### config.mk
export PLATFORM = sky130hd
export DESIGN_NAME = rocket_flight_unit
export DESIGN_NICKNAME = d
export VERILOG_FILES = /design/src/rtl/rocket_flight_unit.sv
export SDC_FILE = /design/constraint.sdc
export NUM_CORES = 1
export LEC_CHECK = 0
export ABC_AREA = 1
export CAP_MARGIN = 20
export CORE_UTILIZATION = 30
export CTS_CLUSTER_DIAMETER = 200
export DETAILED_ROUTE_END_ITERATION = 16
export DONT_BUFFER_PORTS = 1
export GPL_TIMING_DRIVEN = 0
export PLACE_DENSITY = 0.47
export SLEW_MARGIN = 5
export SYNTH_ARGS = -nofsm -noshare
export SYNTH_HDL_FRONTEND = slang
export SYNTH_SLANG_ARGS = --single-unit
export TNS_END_PERCENT = 10
### constraint.sdc
create_clock -name clk -period 2.25 [get_ports clk]
set_input_delay 0.45 -clock clk [delete_from_list [all_inputs] [get_ports clk]]
set_output_delay 0.45 -clock clk [all_outputs]
set_load 0.01 [all_outputs]
### src/rtl/rocket_flight_unit.sv
// -----------------------------------------------------------------------------
// rocket_flight_unit
//
// Per-rocket motion stage. A rising edge on launchReq while idle latches the
// launch X, Y and vertical speed. While flying, Y advances once per frame
// in FRAC_BITS fixed point. The rocket retires on a collision or when it
// leaves the screen vertically.
//
// Optional feature macro: ROCKET_EXPLOSION_EN
//   Defined   : a collision moves the rocket to EXPLODING. explodeActive is
//               high for EXPLODE_FRAMES frames, and the position is frozen
//               during that time.
//   Undefined : a collision returns the rocket directly to IDLE, and
//               explodeActive is tied to 0.
//
// Ports
//   clk           in   1   system clock
//   resetN        in   1   asynchronous active-low reset
//   launchReq     in   1   launch request level; its rising edge is a launch
//   initialSpeed  in   9   signed speed, pixel/64 per frame (negative = up)
//   initialX      in   11  signed launch top-left X
//   initialY      in   11  signed launch top-left Y
//   startOfFrame  in   1   one-cycle pulse per frame
//   collision     in   1   rocket hit something (level)
//   topLeftX      out  11  signed current top-left X (registered)
//   topLeftY      out  11  signed current top-left Y, integer part (registered)
//   isActive      out  1   rocket in flight (registered)
//   launchAck     out  1   one-cycle pulse when a launch is accepted
//   explodeActive out  1   explosion sprite enable
// -----------------------------------------------------------------------------
module rocket_flight_unit #(
  parameter int FRAC_BITS       = 6,
  parameter int SCREEN_TOP_Y    = 0,
  parameter int SCREEN_BOTTOM_Y = 479,
  parameter int ROCKET_HEIGHT   = 16,
  parameter int EXPLODE_FRAMES  = 8
) (
  input  logic               clk,
  input  logic               resetN,
  input  logic               launchReq,
  input  logic signed [8:0]  initialSpeed,
  input  logic signed [10:0] initialX,
  input  logic signed [10:0] initialY,
  input  logic               startOfFrame,
  input  logic               collision,
  output logic signed [10:0] topLeftX,
  output logic signed [10:0] topLeftY,
  output logic               isActive,
  output logic               launchAck,
  output logic               explodeActive
);

  localparam int Y_W = 11 + FRAC_BITS;
  localparam logic signed [10:0] TOP_LIMIT    = 11'(SCREEN_TOP_Y - ROCKET_HEIGHT);
  localparam logic signed [10:0] BOTTOM_LIMIT = 11'(SCREEN_BOTTOM_Y);

  // Reject parameter sets that the fixed-point layout cannot represent.
  if (FRAC_BITS < 1 || EXPLODE_FRAMES < 1) begin : g_bad_cfg
    $error("rocket_flight_unit: FRAC_BITS and EXPLODE_FRAMES must be >= 1");
  end

`ifdef ROCKET_EXPLOSION_EN
  typedef enum logic [1:0] {IDLE = 2'd0, FLYING = 2'd1, EXPLODING = 2'd2} state_t;
  localparam int CNT_W = $clog2(EXPLODE_FRAMES + 1);
  logic [CNT_W-1:0] cnt_r, cnt_n;
  logic             explode_r, explode_n;
`else
  typedef enum logic [1:0] {IDLE = 2'd0, FLYING = 2'd1} state_t;
`endif

  state_t                 state_r, state_n;
  logic                   launch_d_r;
  logic                   armed_r;
  logic signed [Y_W-1:0]  y_fx_r, y_fx_n;
  logic signed [8:0]      speed_r, speed_n;
  logic signed [10:0]     x_r, x_n;
  logic signed [10:0]     y_out_r, y_out_n;
  logic                   active_r, active_n;
  logic                   ack_r, ack_n;

  logic                   launch_edge_s;
  logic signed [Y_W-1:0]  y_sum_s;
  logic signed [10:0]     y_sum_int_s;
  logic                   exit_s;

  // armed_r only rises once launchReq has been seen low after reset. A
  // request held high through reset release is therefore not taken as a
  // launch until it falls and rises again.
  assign launch_edge_s = launchReq & ~launch_d_r & armed_r;

  // Per-frame Y step. Slicing off the fraction bits is an arithmetic floor.
  assign y_sum_s     = y_fx_r + {{(Y_W-9){speed_r[8]}}, speed_r};
  assign y_sum_int_s = y_sum_s[Y_W-1:FRAC_BITS];
  assign exit_s      = (y_sum_int_s < TOP_LIMIT) || (y_sum_int_s > BOTTOM_LIMIT);

  // State, datapath and registered outputs.
  always_ff @(posedge clk or negedge resetN) begin
    if (!resetN) begin
      state_r    <= IDLE;
      launch_d_r <= 1'b0;
      armed_r    <= 1'b0;
      y_fx_r     <= '0;
      speed_r    <= 9'sd0;
      x_r        <= 11'sd0;
      y_out_r    <= 11'sd0;
      active_r   <= 1'b0;
      ack_r      <= 1'b0;
`ifdef ROCKET_EXPLOSION_EN
      cnt_r      <= '0;
      explode_r  <= 1'b0;
`endif
    end else begin
      state_r    <= state_n;
      launch_d_r <= launchReq;
      armed_r    <= armed_r | ~launchReq;
      y_fx_r     <= y_fx_n;
      speed_r    <= speed_n;
      x_r        <= x_n;
      y_out_r    <= y_out_n;
      active_r   <= active_n;
      ack_r      <= ack_n;
`ifdef ROCKET_EXPLOSION_EN
      cnt_r      <= cnt_n;
      explode_r  <= explode_n;
`endif
    end
  end

  // Next-state and next-output logic.
  always_comb begin
    state_n   = state_r;
    y_fx_n    = y_fx_r;
    speed_n   = speed_r;
    x_n       = x_r;
    y_out_n   = y_out_r;
    active_n  = active_r;
    ack_n     = 1'b0;
`ifdef ROCKET_EXPLOSION_EN
    cnt_n     = cnt_r;
    explode_n = explode_r;
`endif
    case (state_r)
      IDLE: begin
        if (launch_edge_s) begin
          state_n  = FLYING;
          x_n      = initialX;
          speed_n  = initialSpeed;
          y_fx_n   = {initialY, {FRAC_BITS{1'b0}}};
          y_out_n  = initialY;
          active_n = 1'b1;
          ack_n    = 1'b1;
        end else begin
          active_n = 1'b0;
        end
      end
      FLYING: begin
        // Collision wins over a coincident frame pulse; Y stays put.
        if (collision) begin
          active_n  = 1'b0;
`ifdef ROCKET_EXPLOSION_EN
          state_n   = EXPLODING;
          explode_n = 1'b1;
          cnt_n     = '0;
`else
          state_n   = IDLE;
`endif
        end else if (startOfFrame) begin
          y_fx_n  = y_sum_s;
          y_out_n = y_sum_int_s;
          if (exit_s) begin
            state_n  = IDLE;
            active_n = 1'b0;
          end else begin
            active_n = 1'b1;
          end
        end else begin
          active_n = 1'b1;
        end
      end
`ifdef ROCKET_EXPLOSION_EN
      EXPLODING: begin
        if (startOfFrame) begin
          if (cnt_r == CNT_W'(EXPLODE_FRAMES - 1)) begin
            state_n   = IDLE;
            explode_n = 1'b0;
            cnt_n     = '0;
          end else begin
            cnt_n = cnt_r + {{(CNT_W-1){1'b0}}, 1'b1};
          end
        end else begin
          cnt_n = cnt_r;
        end
      end
`endif
      default: begin
        state_n  = IDLE;
        active_n = 1'b0;
      end
    endcase
  end

  assign topLeftX  = x_r;
  assign topLeftY  = y_out_r;
  assign isActive  = active_r;
  assign launchAck = ack_r;
`ifdef ROCKET_EXPLOSION_EN
  assign explodeActive = explode_r;
`else
  assign explodeActive = 1'b0;
`endif

endmodule

==> results_dict.tcl <==
set metrics [dict create \
    first_pass_iters 5 \
    die_area_sq_mm 0.00997 \
    setup_violations 0 \
    grt_first_pass_wirelength_um 12500 \
    worst_pin_slew_ns 0.625 \
    ys_async_sr_fraction 1.00 \
    initial_utilization 0.311 \
    ios 61 \
    wl_um 7710 \
    p_int_mw 3.45 \
    synth-edff-count 0 \
    worstPathMaxFanout 5 \
    synth_common_cells "166 x nand2_1, 45 x inv_1, 42 x dfrtp_1" \
    cts.sinks 42 \
    power_leakage_nw 1.80 \
    hold_path.class "input pin to flip-flop" \
    antenna_cells 0 \
    synth_cells 412 \
    cts-htree-levels 2 \
    drc 0 \
    synth.area.top_cells "dfrtp_1 37%, nand2_1 22%, ha_1 7.0%" \
    pwr-share-clk 0.111 \
    post_drt_wl_per_cell_um 13.7 \
    status "finished, final reports clean" \
    maxCapViolCount 0 \
    grtUsageTotal 0.161 \
    drive_gt1_frac 0.213 \
    die_x_um 99.9 \
    hpwlAfterDp_um 5650 \
    postSynthAreaPerCell_sq_um 6.97 \
    synthesis.nets 465 \
    cp_data_arrival_time_ns 2.38 \
    fmax_mhz 464 \
    clkLatencyLatePin_ns 0.30 \
    rsz0062_at_grt "true" \
    rows 35 \
    die-height_um 99.9 \
    fin_util 0.386 \
    syn2layout_area_growth_pct 24.1 \
    clkTransAtPathRegs_ns 0.09 \
    p_sw_frac 0.483 \
    hold_path_depth 0 \
    ys_types 36 \
    yosysTopAreaCell "dfrtp_1" \
    synth.top_cell.area_share 0.366 \
    report.final.slew_viol_count 0 \
    drtIter0Drc 110 \
    place.gp.congestion 0.861 \
    tritoncts "built" \
    worstRegToRegCells 16 \
    cp-start-kind "flip-flop" \
    synthFlopType "dfrtp_1" \
    period_share 0.958 \
    cp-end-kind "flip-flop" \
    ant_nets 0 \
    irDropWorstVdd_uv 600 \
    yosysWarnings 0 \
    p_comb_frac 0.665 \
    cts_root_buffer "clkbuf_8" \
    hold_viol 0 \
    fp.coreArea_sq_mm 0.00924 \
    grt_overflow_total 0 \
    ys_ff_latch 42 \
    portBuffers 0 \
    grt_pass1_vias 2574 \
    p_per_area_mw_per_mm2 1870 \
    numCtsBuffers 5 \
    cp.required_ns 2.48 \
    criticalPathCategory "flip-flop to flip-flop" \
    yosysSeqAreaShare 0.366 \
    final_nets 484 \
    relSlewSlack 0.583 \
    clk_path_buf_depth 2 \
    period_needed_ns 2.16 \
    finalClockSkew_ns 0.00878 \
    vias_per_cell 4.50 \
    p_seq_frac 0.223 \
    total_power_mw 6.68 \
    syn_area_sq_mm 0.00287 \
    vias 2522 \
    synth_most_common_cell "nand2_1" \
    grt_max_degree 43 \
    p_sw_mw 3.22 \
    antenna_found_initial 0 \
]
==> path summary, 6_finish.rpt <==
path                            slack [ns]    endpoint        from
max in group asynchronous             1.39  speed_r[8]      resetN
worst min register to register        0.47     armed_r     armed_r
worst max-delay path                  0.09  state_r[0]  speed_r[8]
worst min-delay path                  0.18  launch_d_r   launchReq
worst max register to register        0.09  state_r[0]  speed_r[8]
min in group asynchronous             0.64   y_fx_r[5]      resetN
==> routing by layer <==
layer	global-route usage	up-vias	part of all wire
li1	-	1299	-
met1	0.205	1154	0.47
met2	0.271	62	0.46
met3	0.0390	7	0.055
met4	0.0452	0	0.014
met5	0	-	0
==> layout by cell type, fill, tap and decap left out, types with 6 or more instances in the layout <==
| cell type | count |
|---|---|
| a21oi_1 | 17 |
| buf_4 | 20 |
| dfrtp_1 | 41 |
| ha_4 | 14 |
| inv_1 | 43 |
| inv_2 | 9 |
| nand2_1 | 161 |
| nand2_2 | 11 |
| nand3_1 | 13 |
| nor2_1 | 14 |
| nor2_2 | 6 |
| o21ai_0 | 13 |
| xnor2_1 | 7 |
==> kinds of logic after synthesis <==
logic type	Yosys count	share of synthesized area
compound gates	44	0.0832
xor+xnor	9	0.0274
fa+ha+maj	17	0.0767
buf+inv	73	0.115
flops	42	0.366
other cells	1	0.00131
simple gates	226	0.330
==> power groups by stage <==
stage / clock, mW / sequential [mW] / combinational [mW]
floorplan: 0 / 1.35 / 2.89
global placement: 0 / 1.46 / 3.52
detailed placement: 0 / 1.46 / 3.55
CTS: 0.772 / 1.44 / 3.63
global route: 0.802 / 1.54 / 5.03
finish: 0.744 / 1.49 / 4.44
==> registers in the layout (all words and copies together), names as in the netlist <==
signal / count
armed_r: 1
isActive: 1
launchAck: 1
launch_d_r: 1
speed_r: 9
state_r: 1
topLeftX: 11
y_fx_r: 17
==> area by class of cell <==
type | instances | area [sq um]
fill | 995 | 5670
multi-input combinational | 297 | 1750
sequential | 42 | 1050
inverter | 53 | 199
tap | 129 | 161
buffer | 20 | 133
timing repair buffer | 12 | 129
clock buffer | 5 | 68.8
clock inverter | 3 | 68.8
==> critical path, cell delays in order, from the launching register on <==
cell and delay (ns):
dfrtp_2 0.44, buf_12 0.15, ha_4 0.29, nand2_2 0.07, inv_2 0.06, nand2_1 0.05
nor3_1 0.17, nand2_2 0.10, nand2_1 0.09, nand2_1 0.05, nand2_1 0.09, nand2_2 0.07
nor2_1 0.10, nand2_1 0.05, nand2_1 0.07, nand3_2 0.08, a21oi_2 0.14
==> per-stage QoR <==
stage	hold WS, ns	cells	worst slack (ns)	setup TNS, ns	area, sq um
6_report	0.179	561	0.0949	0	3570
5_1_grt	0.155	561	-0.0682	-0.117	3570
4_1_cts	0.164	552	0.00272	0	3230
3_5_place_dp	0.157	541	-0.167	-0.328	3030
3_3_place_gp	0.157	541	-0.127	-0.251	3030
2_1_floorplan	0.154	412	0.299	0	2870
==> what timing repair did <==
| item | 4_1_cts | 5_1_grt |
|---|---|---|
| pin swaps | 0 | 13 |
| resized for setup | 5 | 47 |
| setup buffers | 1 | 9 |
| hold buffers | 2 | 0 |
| gates cloned | 0 | 0 |
| hold endpoints to repair | 42 | 0 |
| endpoints found under the setup margin | 2 | 2 |
No activity file was read; power rests on OpenSTA's default activity.
